## config.mk

```make
export PLATFORM = sky130hd
export DESIGN_NAME = cdb_arbiter
export DESIGN_NICKNAME = d
export VERILOG_FILES = /design/src/rtl/cdb_arbiter_pkg.sv /design/src/rtl/cdb_arbiter_result_queue.sv /design/src/rtl/cdb_arbiter.sv
export SDC_FILE = /design/constraint.sdc
export NUM_CORES = 1
export LEC_CHECK = 0
export BUFFER_PORTS_ARGS = -buffer_cell sky130_fd_sc_hd__buf_4
export CAP_MARGIN = 5
export CORE_ASPECT_RATIO = 0.7
export CORE_UTILIZATION = 45
export CTS_CLUSTER_DIAMETER = 30
export DETAILED_ROUTE_END_ITERATION = 10
export PLACE_DENSITY = 0.73
export SYNTH_ARGS = -nofsm -noshare
export SYNTH_HDL_FRONTEND = slang
export SYNTH_SLANG_ARGS = --single-unit
```

## constraint.sdc

```tcl
create_clock -name clk_in -period 3.94 [get_ports clk_in]
set_input_delay 0 -clock clk_in [delete_from_list [all_inputs] [get_ports clk_in]]
set_output_delay 0 -clock clk_in [all_outputs]
set_load 0.05 [all_outputs]
```

## src/rtl/cdb_arbiter_pkg.sv

```systemverilog
// Shared definitions for the CDB arbiter slice.
//   CDB_SRC_ALU / CDB_SRC_LSB : encoding carried on cdb_src
//   ROB_WIDTH_BIT_DEF         : default rob id width
package cdb_arbiter_pkg;

  localparam int   ROB_WIDTH_BIT_DEF = 4;
  localparam logic CDB_SRC_ALU       = 1'b0;
  localparam logic CDB_SRC_LSB       = 1'b1;

  // The source that did not win last time.
  function automatic logic other_src(input logic src);
    return (src == CDB_SRC_ALU) ? CDB_SRC_LSB : CDB_SRC_ALU;
  endfunction

endpackage

```

## src/rtl/cdb_arbiter_result_queue.sv

```systemverilog
// Small per-source result FIFO (2^DEPTH_BIT entries).
// Ports:
//   clk_in, rst_in : clock, synchronous active-high reset
//   flush          : synchronous empty (RoB mispredict)
//   push/push_data : write one entry at the tail
//   pop            : drop the head entry
//   head_data      : current head (valid when count != 0)
//   count          : number of stored entries
// The caller guarantees no push at full and no pop when empty.
module cdb_arbiter_result_queue #(
  parameter int WIDTH     = 36,
  parameter int DEPTH_BIT = 1
) (
  input  logic                 clk_in,
  input  logic                 rst_in,
  input  logic                 flush,
  input  logic                 push,
  input  logic                 pop,
  input  logic [WIDTH-1:0]     push_data,
  output logic [WIDTH-1:0]     head_data,
  output logic [DEPTH_BIT:0]   count
);

  localparam int DEPTH = 1 << DEPTH_BIT;

  logic [WIDTH-1:0]     mem [DEPTH];
  logic [DEPTH_BIT-1:0] rd_ptr;
  logic [DEPTH_BIT-1:0] wr_ptr;

  // Pointers are exactly DEPTH_BIT wide, so they wrap modulo depth for free.
  always_ff @(posedge clk_in) begin
    if (rst_in || flush) begin
      rd_ptr <= '0;
      wr_ptr <= '0;
      count  <= '0;
    end else begin
      if (push) wr_ptr <= wr_ptr + 1'b1;
      if (pop)  rd_ptr <= rd_ptr + 1'b1;
      case ({push, pop})
        2'b10:   count <= count + 1'b1;
        2'b01:   count <= count - 1'b1;
        default: count <= count;
      endcase
    end
  end

  // Storage is data only; it is never reset.
  always_ff @(posedge clk_in) begin
    if (push && !(rst_in || flush)) mem[wr_ptr] <= push_data;
  end

  assign head_data = mem[rd_ptr];

endmodule

```

## src/rtl/cdb_arbiter.sv

```systemverilog
// Common data bus arbiter: shares one CDB write-back port between the
// ALU/RS and the LSB result producers, round-robin, one grant per cycle.
// Ports:
//   clk_in, rst_in, rdy_in, clear_in : clock, sync reset, global pause, flush
//   alu_valid/alu_rob_id/alu_value/alu_ready : ALU result handshake
//   lsb_valid/lsb_rob_id/lsb_value/lsb_ready : LSB result handshake
//   cdb_valid/cdb_rob_id/cdb_value/cdb_src   : registered broadcast
module cdb_arbiter
  import cdb_arbiter_pkg::*;
#(
  parameter int ROB_WIDTH_BIT   = ROB_WIDTH_BIT_DEF,
  parameter int QUEUE_DEPTH_BIT = 1
) (
  input  logic                     clk_in,
  input  logic                     rst_in,
  input  logic                     rdy_in,
  input  logic                     clear_in,
  input  logic                     alu_valid,
  input  logic [ROB_WIDTH_BIT-1:0] alu_rob_id,
  input  logic [31:0]              alu_value,
  output logic                     alu_ready,
  input  logic                     lsb_valid,
  input  logic [ROB_WIDTH_BIT-1:0] lsb_rob_id,
  input  logic [31:0]              lsb_value,
  output logic                     lsb_ready,
  output logic                     cdb_valid,
  output logic [ROB_WIDTH_BIT-1:0] cdb_rob_id,
  output logic [31:0]              cdb_value,
  output logic                     cdb_src
);

  localparam int ENT_W = ROB_WIDTH_BIT + 32;
  localparam int DEPTH = 1 << QUEUE_DEPTH_BIT;

  logic [ENT_W-1:0]         alu_head, lsb_head;
  logic [QUEUE_DEPTH_BIT:0] alu_count, lsb_count;
  logic                     alu_xfer, lsb_xfer;
  logic                     alu_nonempty, lsb_nonempty;
  logic                     alu_cand, lsb_cand;
  logic [ENT_W-1:0]         alu_cand_ent, lsb_cand_ent;
  logic                     alu_push, lsb_push, alu_pop, lsb_pop;
  logic                     gnt_vld;
  logic                     gnt_src;
  logic [ENT_W-1:0]         gnt_ent;

  logic                     rr_last;
  logic                     vld_p1;
  logic [ROB_WIDTH_BIT-1:0] rob_id_p1;
  logic [31:0]              value_p1;
  logic                     src_p1;

  // ---- stage p0: handshake, candidate selection, round-robin grant ----
  // Ready looks only at the registered count, so a same-cycle pop at full
  // does not reopen the queue.
  assign alu_ready    = rdy_in && (int'(alu_count) < DEPTH);
  assign lsb_ready    = rdy_in && (int'(lsb_count) < DEPTH);
  assign alu_xfer     = alu_valid && alu_ready;
  assign lsb_xfer     = lsb_valid && lsb_ready;
  assign alu_nonempty = (alu_count != '0);
  assign lsb_nonempty = (lsb_count != '0);

  // An empty queue lets the live input compete directly (bypass).
  assign alu_cand     = alu_nonempty || alu_xfer;
  assign lsb_cand     = lsb_nonempty || lsb_xfer;
  assign alu_cand_ent = alu_nonempty ? alu_head : {alu_rob_id, alu_value};
  assign lsb_cand_ent = lsb_nonempty ? lsb_head : {lsb_rob_id, lsb_value};

  always_comb begin
    gnt_vld = rdy_in && (alu_cand || lsb_cand);
    gnt_src = CDB_SRC_ALU;
    if (alu_cand && lsb_cand) gnt_src = other_src(rr_last);
    else if (lsb_cand)        gnt_src = CDB_SRC_LSB;
  end

  assign gnt_ent  = (gnt_src == CDB_SRC_LSB) ? lsb_cand_ent : alu_cand_ent;

  assign alu_pop  = gnt_vld && (gnt_src == CDB_SRC_ALU) && alu_nonempty;
  assign lsb_pop  = gnt_vld && (gnt_src == CDB_SRC_LSB) && lsb_nonempty;
  // A bypass-granted input goes straight to the bus and is not stored.
  assign alu_push = alu_xfer && !(gnt_vld && (gnt_src == CDB_SRC_ALU) && !alu_nonempty);
  assign lsb_push = lsb_xfer && !(gnt_vld && (gnt_src == CDB_SRC_LSB) && !lsb_nonempty);

  cdb_arbiter_result_queue #(.WIDTH(ENT_W), .DEPTH_BIT(QUEUE_DEPTH_BIT)) u_alu_q (
    .clk_in    (clk_in),
    .rst_in    (rst_in),
    .flush     (clear_in),
    .push      (alu_push),
    .pop       (alu_pop),
    .push_data ({alu_rob_id, alu_value}),
    .head_data (alu_head),
    .count     (alu_count)
  );

  cdb_arbiter_result_queue #(.WIDTH(ENT_W), .DEPTH_BIT(QUEUE_DEPTH_BIT)) u_lsb_q (
    .clk_in    (clk_in),
    .rst_in    (rst_in),
    .flush     (clear_in),
    .push      (lsb_push),
    .pop       (lsb_pop),
    .push_data ({lsb_rob_id, lsb_value}),
    .head_data (lsb_head),
    .count     (lsb_count)
  );

  // ---- stage p1: registered broadcast ----
  // rr_last starts at LSB so the ALU wins the first tie after reset/clear.
  always_ff @(posedge clk_in) begin
    if (rst_in || clear_in) begin
      vld_p1    <= 1'b0;
      rob_id_p1 <= '0;
      value_p1  <= '0;
      src_p1    <= CDB_SRC_ALU;
      rr_last   <= CDB_SRC_LSB;
    end else if (rdy_in) begin
      vld_p1 <= gnt_vld;
      if (gnt_vld) begin
        rob_id_p1 <= gnt_ent[ENT_W-1:32];
        value_p1  <= gnt_ent[31:0];
        src_p1    <= gnt_src;
        rr_last   <= gnt_src;
      end else begin
        rob_id_p1 <= '0;
        value_p1  <= '0;
      end
    end
  end

  assign cdb_valid  = vld_p1;
  assign cdb_rob_id = rob_id_p1;
  assign cdb_value  = value_p1;
  assign cdb_src    = src_p1;

endmodule

```

After elaboration in Yosys (flattened, before gate mapping). Memories as Yosys holds them, arrays and structs flattened. A register that Yosys moved wholly into a read port is not among the register bits. Cells that the tools add are included.

Register bits: 47. Bits in latches: 0. Memory bits (writable): 144. Memory bits (read-only): 0. Bits of input ports: 78. Output and inout bits: 40. Logic and storage cells: 76. Memories: 2.

Memories: u_alu_q.mem (depth 2, bits a word 36, read ports 1, clocked after Yosys merged registers in 1, write ports 1, RTL line cdb_arbiter_result_queue.sv:26) `logic [WIDTH-1:0] mem [DEPTH];`; u_lsb_q.mem (depth 2, bits a word 36, read ports 1, clocked after Yosys merged registers in 1, write ports 1, RTL line cdb_arbiter_result_queue.sv:26).

Add/subtract/negate cells: 8. Multipliers: 0. Div/mod/pow operators: 0. Order comparisons: 2. Equality and inequality tests: 4. Shifts and indexed selects: 0. Mux-type cells: 18. Bitwise logic cells: 1. Reduce and logical (&&, ||, !) cells: 30.

Operators with widths (number): two-way mux 36 bit (3); two-way mux 32 bit (1); logical AND 1 bit (16); two-way mux 1 bit (11); one-hot mux 2 bit (2 select lines) (2); nonzero test 2 bit (4); logical NOT 1 bit (5); adder 1 bit (second input constant) (4); adder 2 x 1 -> 2 bit (second input constant) (2); equality test 2 x 1 -> 1 bit (second input constant) (2); equality test 2 bit (second input constant) (2); logical OR 1 bit (4); < comparator 2 bit (second input constant) (2); two-way mux 4 bit (1); subtractor 2 x 1 -> 2 bit (second input constant) (2); AND reduction 2 bit (1); NOT 1 bit (1).

Depth between registers and ports, before layout.
Depth in word-level cells: 14. Gate-level depth with buffers: 8. Gate-level depth less buffers: 7.

By module. From an unflattened synthesis, not the netlist that was laid out.

Cell total of the unflattened synthesis: 574. Area, all modules: 8192.9 um^2.

Modules (own cells, without submodules): cdb_arbiter_result_queue (instances 2, cells an instance 133, area an instance 2801.4 um^2, seq. area each 2262.2 um^2); cdb_arbiter (instances 1, cells an instance 308, area an instance 2590.0 um^2, seq. area each 780.7 um^2).

Least setup slack after synthesis. OpenSTA, ideal clock, no wires.

Path type: register -> register. From: reg u_lsb_q.count[1]. To: mem u_lsb_q.mem[1][0] (enable). Setup time: 474 ps. Arrival time: 3963 ps. Data required time: 3466 ps. Slack: -497 ps. Stages on the path, launching flop included: 4. Buffers on the path: 0. Period minus slack after synthesis: 4437 ps. Cell sequence: dfxtp_1 nor2b_1 o211ai_2 nor3_1.

Longest elaborated chain between the ends: 13. Elaborated cells between the ends (all ways): 18. Those cells by class: 1 x order compare; 4 x mux; 13 x reduce/logical.

RTL lines: start, declared (RTL line cdb_arbiter_result_queue.sv:21) `output logic [DEPTH_BIT:0] count`; start signal, assigned (RTL line cdb_arbiter_result_queue.sv:40) `2'b10: count <= count + 1'b1;`; start signal, assigned (RTL line cdb_arbiter_result_queue.sv:41) `2'b01: count <= count - 1'b1;`; start signal, assigned (RTL line cdb_arbiter_result_queue.sv:42) `default: count <= count;`; < comparator 2 bit * (RTL line cdb_arbiter.sv:56) `assign lsb_ready = rdy_in && (int'(lsb_count) < DEPTH);`; logical AND 1 bit * (RTL line cdb_arbiter.sv:56); net lsb_ready (RTL line cdb_arbiter.sv:25) `output logic lsb_ready,`; logical AND 1 bit * (RTL line cdb_arbiter.sv:58) `assign lsb_xfer = lsb_valid && lsb_ready;`; logical OR 1 bit (RTL line cdb_arbiter.sv:64) `assign lsb_cand = lsb_nonempty || lsb_xfer;`; two-way mux 1 bit, or another cell as far along (RTL line cdb_arbiter.sv:72) `else if (lsb_cand) gnt_src = CDB_SRC_LSB;`; two-way mux 1 bit or logical AND 1 bit (tied branches) (RTL line cdb_arbiter.sv:71, cdb_arbiter.sv:69); logical AND 1 bit (2 in series) (RTL line cdb_arbiter.sv:81) `assign lsb_push = lsb_xfer && !(gnt_vld && (gnt_src == CDB_SRC_LSB) && !lsb_nonempty);`; logical NOT 1 bit (RTL line cdb_arbiter.sv:81); logical AND 1 bit * (RTL line cdb_arbiter.sv:81); logical AND 1 bit * (RTL line cdb_arbiter_result_queue.sv:49) `if (push && !(rst_in || flush)) mem[wr_ptr] <= push_data;`; two-way mux 1 bit * (RTL line cdb_arbiter_result_queue.sv:49); two-way mux 1 bit (not written as such) * (RTL line cdb_arbiter_result_queue.sv:49); end, declared (RTL line cdb_arbiter_result_queue.sv:26).

Mark *: on every way through the listed nets, which the timed path passes. The rest lies on a longest branch.

Final worst setup path.
From: reg u_alu_q.count[0]. To: mem u_lsb_q.mem[1][21] (enable).

Longest elaborated chain between the ends: 13. Elaborated cells between the ends (all ways): 16. Those cells by class: 1 x order compare; 3 x mux; 12 x reduce/logical.

RTL lines: start, declared (RTL line cdb_arbiter_result_queue.sv:21); start signal, assigned (RTL line cdb_arbiter_result_queue.sv:40); start signal, assigned (RTL line cdb_arbiter_result_queue.sv:41); start signal, assigned (RTL line cdb_arbiter_result_queue.sv:42); < comparator 2 bit (RTL line cdb_arbiter.sv:55) `assign alu_ready = rdy_in && (int'(alu_count) < DEPTH);`; logical AND 1 bit (RTL line cdb_arbiter.sv:55); logical AND 1 bit (RTL line cdb_arbiter.sv:57) `assign alu_xfer = alu_valid && alu_ready;`; logical OR 1 bit * (RTL line cdb_arbiter.sv:63) `assign alu_cand = alu_nonempty || alu_xfer;`; logical AND 1 bit or logical OR 1 bit (tied branches) (RTL line cdb_arbiter.sv:71, cdb_arbiter.sv:69); two-way mux 1 bit or logical AND 1 bit (tied branches) (RTL line cdb_arbiter.sv:71, cdb_arbiter.sv:69); logical AND 1 bit * (2 in series) (RTL line cdb_arbiter.sv:81); logical NOT 1 bit * (RTL line cdb_arbiter.sv:81); logical AND 1 bit * (RTL line cdb_arbiter.sv:81); logical AND 1 bit * (RTL line cdb_arbiter_result_queue.sv:49); two-way mux 1 bit * (RTL line cdb_arbiter_result_queue.sv:49); two-way mux 1 bit (not written as such) * (RTL line cdb_arbiter_result_queue.sv:49).

Mark *: on every way between the ends. The rest lies on a longest branch, timed or not.

==> out/results.ini <==
[outcome]
status=completed

[setup_path]
crit_buf_inv=1
worst_ep_arrival_time_ns=2.66
critical_path.startpoint=u_alu_q.count[0]$_SDFFE_PP0P_
end_kind=register
crit_type=reg -> reg
critPathTopFamily=simple AND/OR/NAND/NOR gates
crit_cells=5
crit_path_max_incr_delay_ns=0.79
slowest_stage=nor3_4
path_cells=a211o_1 -> and2_1 -> o211ai_2 -> nor3_4 -> buf_12
r2r_cells=5
required_ns=4.06
reg2reg_from=u_alu_q.count[0]$_SDFFE_PP0P_
worstSetupStartpointType=register
worst-path-max-fanout=20

[drt]
antenna_left=0
dr.pass1.iters=5
wl_per_cell_um=19.0
wirelength_mm=20.0
via_per_inst=5.62
vias=5903
drc=0
first_iter_violations=508

[placed_design]
portBuffers=117
gp_congestion=0.828
pre_cts_slack_ns=1.27
hpwl_mm=12.5
dpl_cell_area_um2=9180

[global_routing]
antenna_found_initial=1
grt_first_pass_wirelength_mm=30.9
grt_start_max_net_pins=57
grt_overflow=0
grt_usage=0.223
grt_pass1_vias=5657

[sta]
worst_pin_slew_ns=1.14
rsz0062_at_grt=no
hold_slack_ns=0.0744
setup_violations=0
max_freq_ghz=0.393
tns_ns=0
slew_viol_final=0
period_share=0.645
fin_skew_ns=0.0108
finalWorstSetupSlack_ns=1.40
slew_headroom=0.238
period_minus_slack_ns=2.54
hold_viol=0

[worst_hold_path]
worstHoldStart=lsb_valid
hold_depth=3
worstHoldPathType=in -> reg

[yosys]
synth_warnings=0
synth_cell_types=37
synth_area_per_cell_um2=12.9
syn_inst=628
synth-seq-area-share=0.656
synthesis.nets=708
syn_area_um2=8080
ys_seq_elements=193

[cells_and_area]
nets=885
drive_gt1_frac=0.240
stdcell_area_um2=10600
area_growth_pct=30.7
final_util=0.608

[floorplanning]
core_um2=17400
die_x_um=162
initial_utilization=0.465
die_area_um2=18500
num_rows=40
fp.dieH_um=114
pin_count=118

[power]
p_leak_nw=3.70
vdd_ir_drop_max_v=0.000274
p_per_area_nw_per_um2=414

[cts]
clockBufferDepth=2
root_buffer=clkbuf_16
insertion_delay_ns=0.42
clk_pin_slew_ns=0.07
htreeDepth=4
cts_tree=yes
cts_made_buffers=17
clock_sinks=193
ctsResizeCount=0

[flow_run]
drv_cap=0

through the flow:
step / power, mW / instances
finish: 4.37 / 1050
global route: 4.49 / 1050
CTS: 4.39 / 1049
detailed placement: 2.53 / 941
global placement: 2.53 / 941
floorplan: 2.39 / 628
timing repair:
| item | in CTS | in global routing |
|---|---|---|
| buffers inserted | 0 | 0 |
| endpoints found under the hold margin | 183 | 0 |
| hold buffers | 76 | 0 |
cell families (layout without fill, tap and decap cells):
group | Yosys count | in the layout | share of synthesized area
adder cells (fa/ha/maj) | 2 | 2 | 0.00310
AO/OA/AOI/OAI | 100 | 100 | 0.0997
multiplexers | 79 | 79 | 0.103
flip-flops | 193 | 193 | 0.656
XOR/XNOR | 5 | 5 | 0.00542
AND/OR/NAND/NOR | 203 | 203 | 0.107
other | 0 | 1 | 0
buffers and inverters | 46 | 236 | 0.0255
synth_stat cells:
library cell | n | area, um2
a211o_1 | 1 | 8.76
a211oi_4 | 1 | 20.0
a21boi_0 | 5 | 37.5
a21oi_1 | 4 | 20.0
a21oi_2 | 1 | 8.76
a22o_1 | 1 | 8.76
a22oi_1 | 2 | 15.0
a32oi_1 | 30 | 263
and2_1 | 2 | 12.5
and3b_1 | 1 | 8.76
buf_2 | 27 | 135
clkbuf_1 | 16 | 60.1
dfxtp_1 | 49 | 981
edfxtp_1 | 144 | 4320
ha_1 | 2 | 25.0
inv_1 | 3 | 11.3
mux2_1 | 5 | 56.3
mux2_2 | 31 | 349
mux2i_1 | 43 | 430
nand2_1 | 72 | 270
nand3_1 | 33 | 165
nor2_1 | 74 | 278
nor2b_1 | 2 | 12.5
nor3_1 | 3 | 15.0
nor4_1 | 1 | 6.26
o2111ai_1 | 31 | 272
o211a_1 | 2 | 20.0
o211ai_1 | 5 | 37.5
o211ai_2 | 1 | 12.5
o21a_1 | 1 | 7.51
o21ai_0 | 13 | 65.1
o21ai_1 | 2 | 10.0
or2_1 | 1 | 6.26
or2_2 | 2 | 12.5
or3_1 | 12 | 75.1
xnor2_1 | 3 | 26.3
xor2_1 | 2 | 17.5
layout make-up:
| class | instances | area [um2] |
|---|---|---|
| clock buffer | 23 | 468 |
| clock inverter | 9 | 154 |
| fill | 1307 | 6800 |
| sequential | 193 | 5310 |
| inverter | 3 | 11.3 |
| antenna | 1 | 2.50 |
| timing repair buffer | 201 | 1710 |
| multi-input combinational | 389 | 2620 |
| tap | 231 | 289 |
path summary, 6_finish.rpt:
check / endpoint / slack [ns]
worst max register to register: u_lsb_q.mem[1][21]$_DFFE_PP_ / 1.40
worst min register to register: u_alu_q.wr_ptr$_SDFFE_PP0P_ / 0.47
worst min-delay path: u_lsb_q.wr_ptr$_SDFFE_PP0N_ / 0.07
worst max-delay path: u_lsb_q.mem[1][21]$_DFFE_PP_ / 1.40
registers in the layout, summed over array words and instances (netlist names), named ones only:
name and cells:
u_lsb_q.count 2, u_lsb_q.wr_ptr 1, u_lsb_q.rd_ptr 1, u_lsb_q.mem 72, rr_last 1, u_alu_q.wr_ptr 1
cdb_valid 1, cdb_rob_id 4, u_alu_q.count 2, u_alu_q.mem 72, cdb_src 1, cdb_value 32
u_alu_q.rd_ptr 1
power by group:
part	switching [mW]	leakage (nW)	internal [mW]
clock	0.719	0.300	1.10
sequential	0.0151	1.69	2.20
combinational	0.191	1.71	0.150
worst min-delay path, cell delays in order:
cell,delay (ns)
buf_4,0.16
o211ai_2,0.17
mux2i_1,0.11
per-layer routing:
layer	part of all wire	vias to the layer above	wire length, um	GRT usage
li1	-	2740	-	-
met1	0.46	2859	9210	0.314
met2	0.45	277	8950	0.346
met3	0.078	27	1560	0.0445
met4	0.014	0	279	0.0742
met5	0	-	0	0
placed cells by master, fill, tap and decap left out, types with 2 or more instances in the layout:
cell type / instances
edfxtp_1: 144
buf_4: 124
dlygate4sd3_1: 76
nand2_1: 72
nor2_1: 71
dfxtp_1: 47
mux2i_1: 43
nand3_1: 33
mux2_2: 31
o2111ai_1: 31
a32oi_1: 30
clkbuf_16: 17
o21ai_0: 13
or3_1: 12
a21boi_0: 5
mux2_1: 5
o211ai_1: 5
a21oi_1: 4
bufinv_16: 4
clkbuf_1: 4
or2_2: 3
inv_1: 3
nor2_4: 3
xnor2_1: 3
and2_1: 2
nor2b_1: 2
o21ai_1: 2
o211a_1: 2
a22oi_1: 2
xor2_1: 2
ha_1: 2
dfxtp_2: 2
clkbuf_8: 2
inv_6: 2
Note: power is estimated with default switching activity, not from simulation.
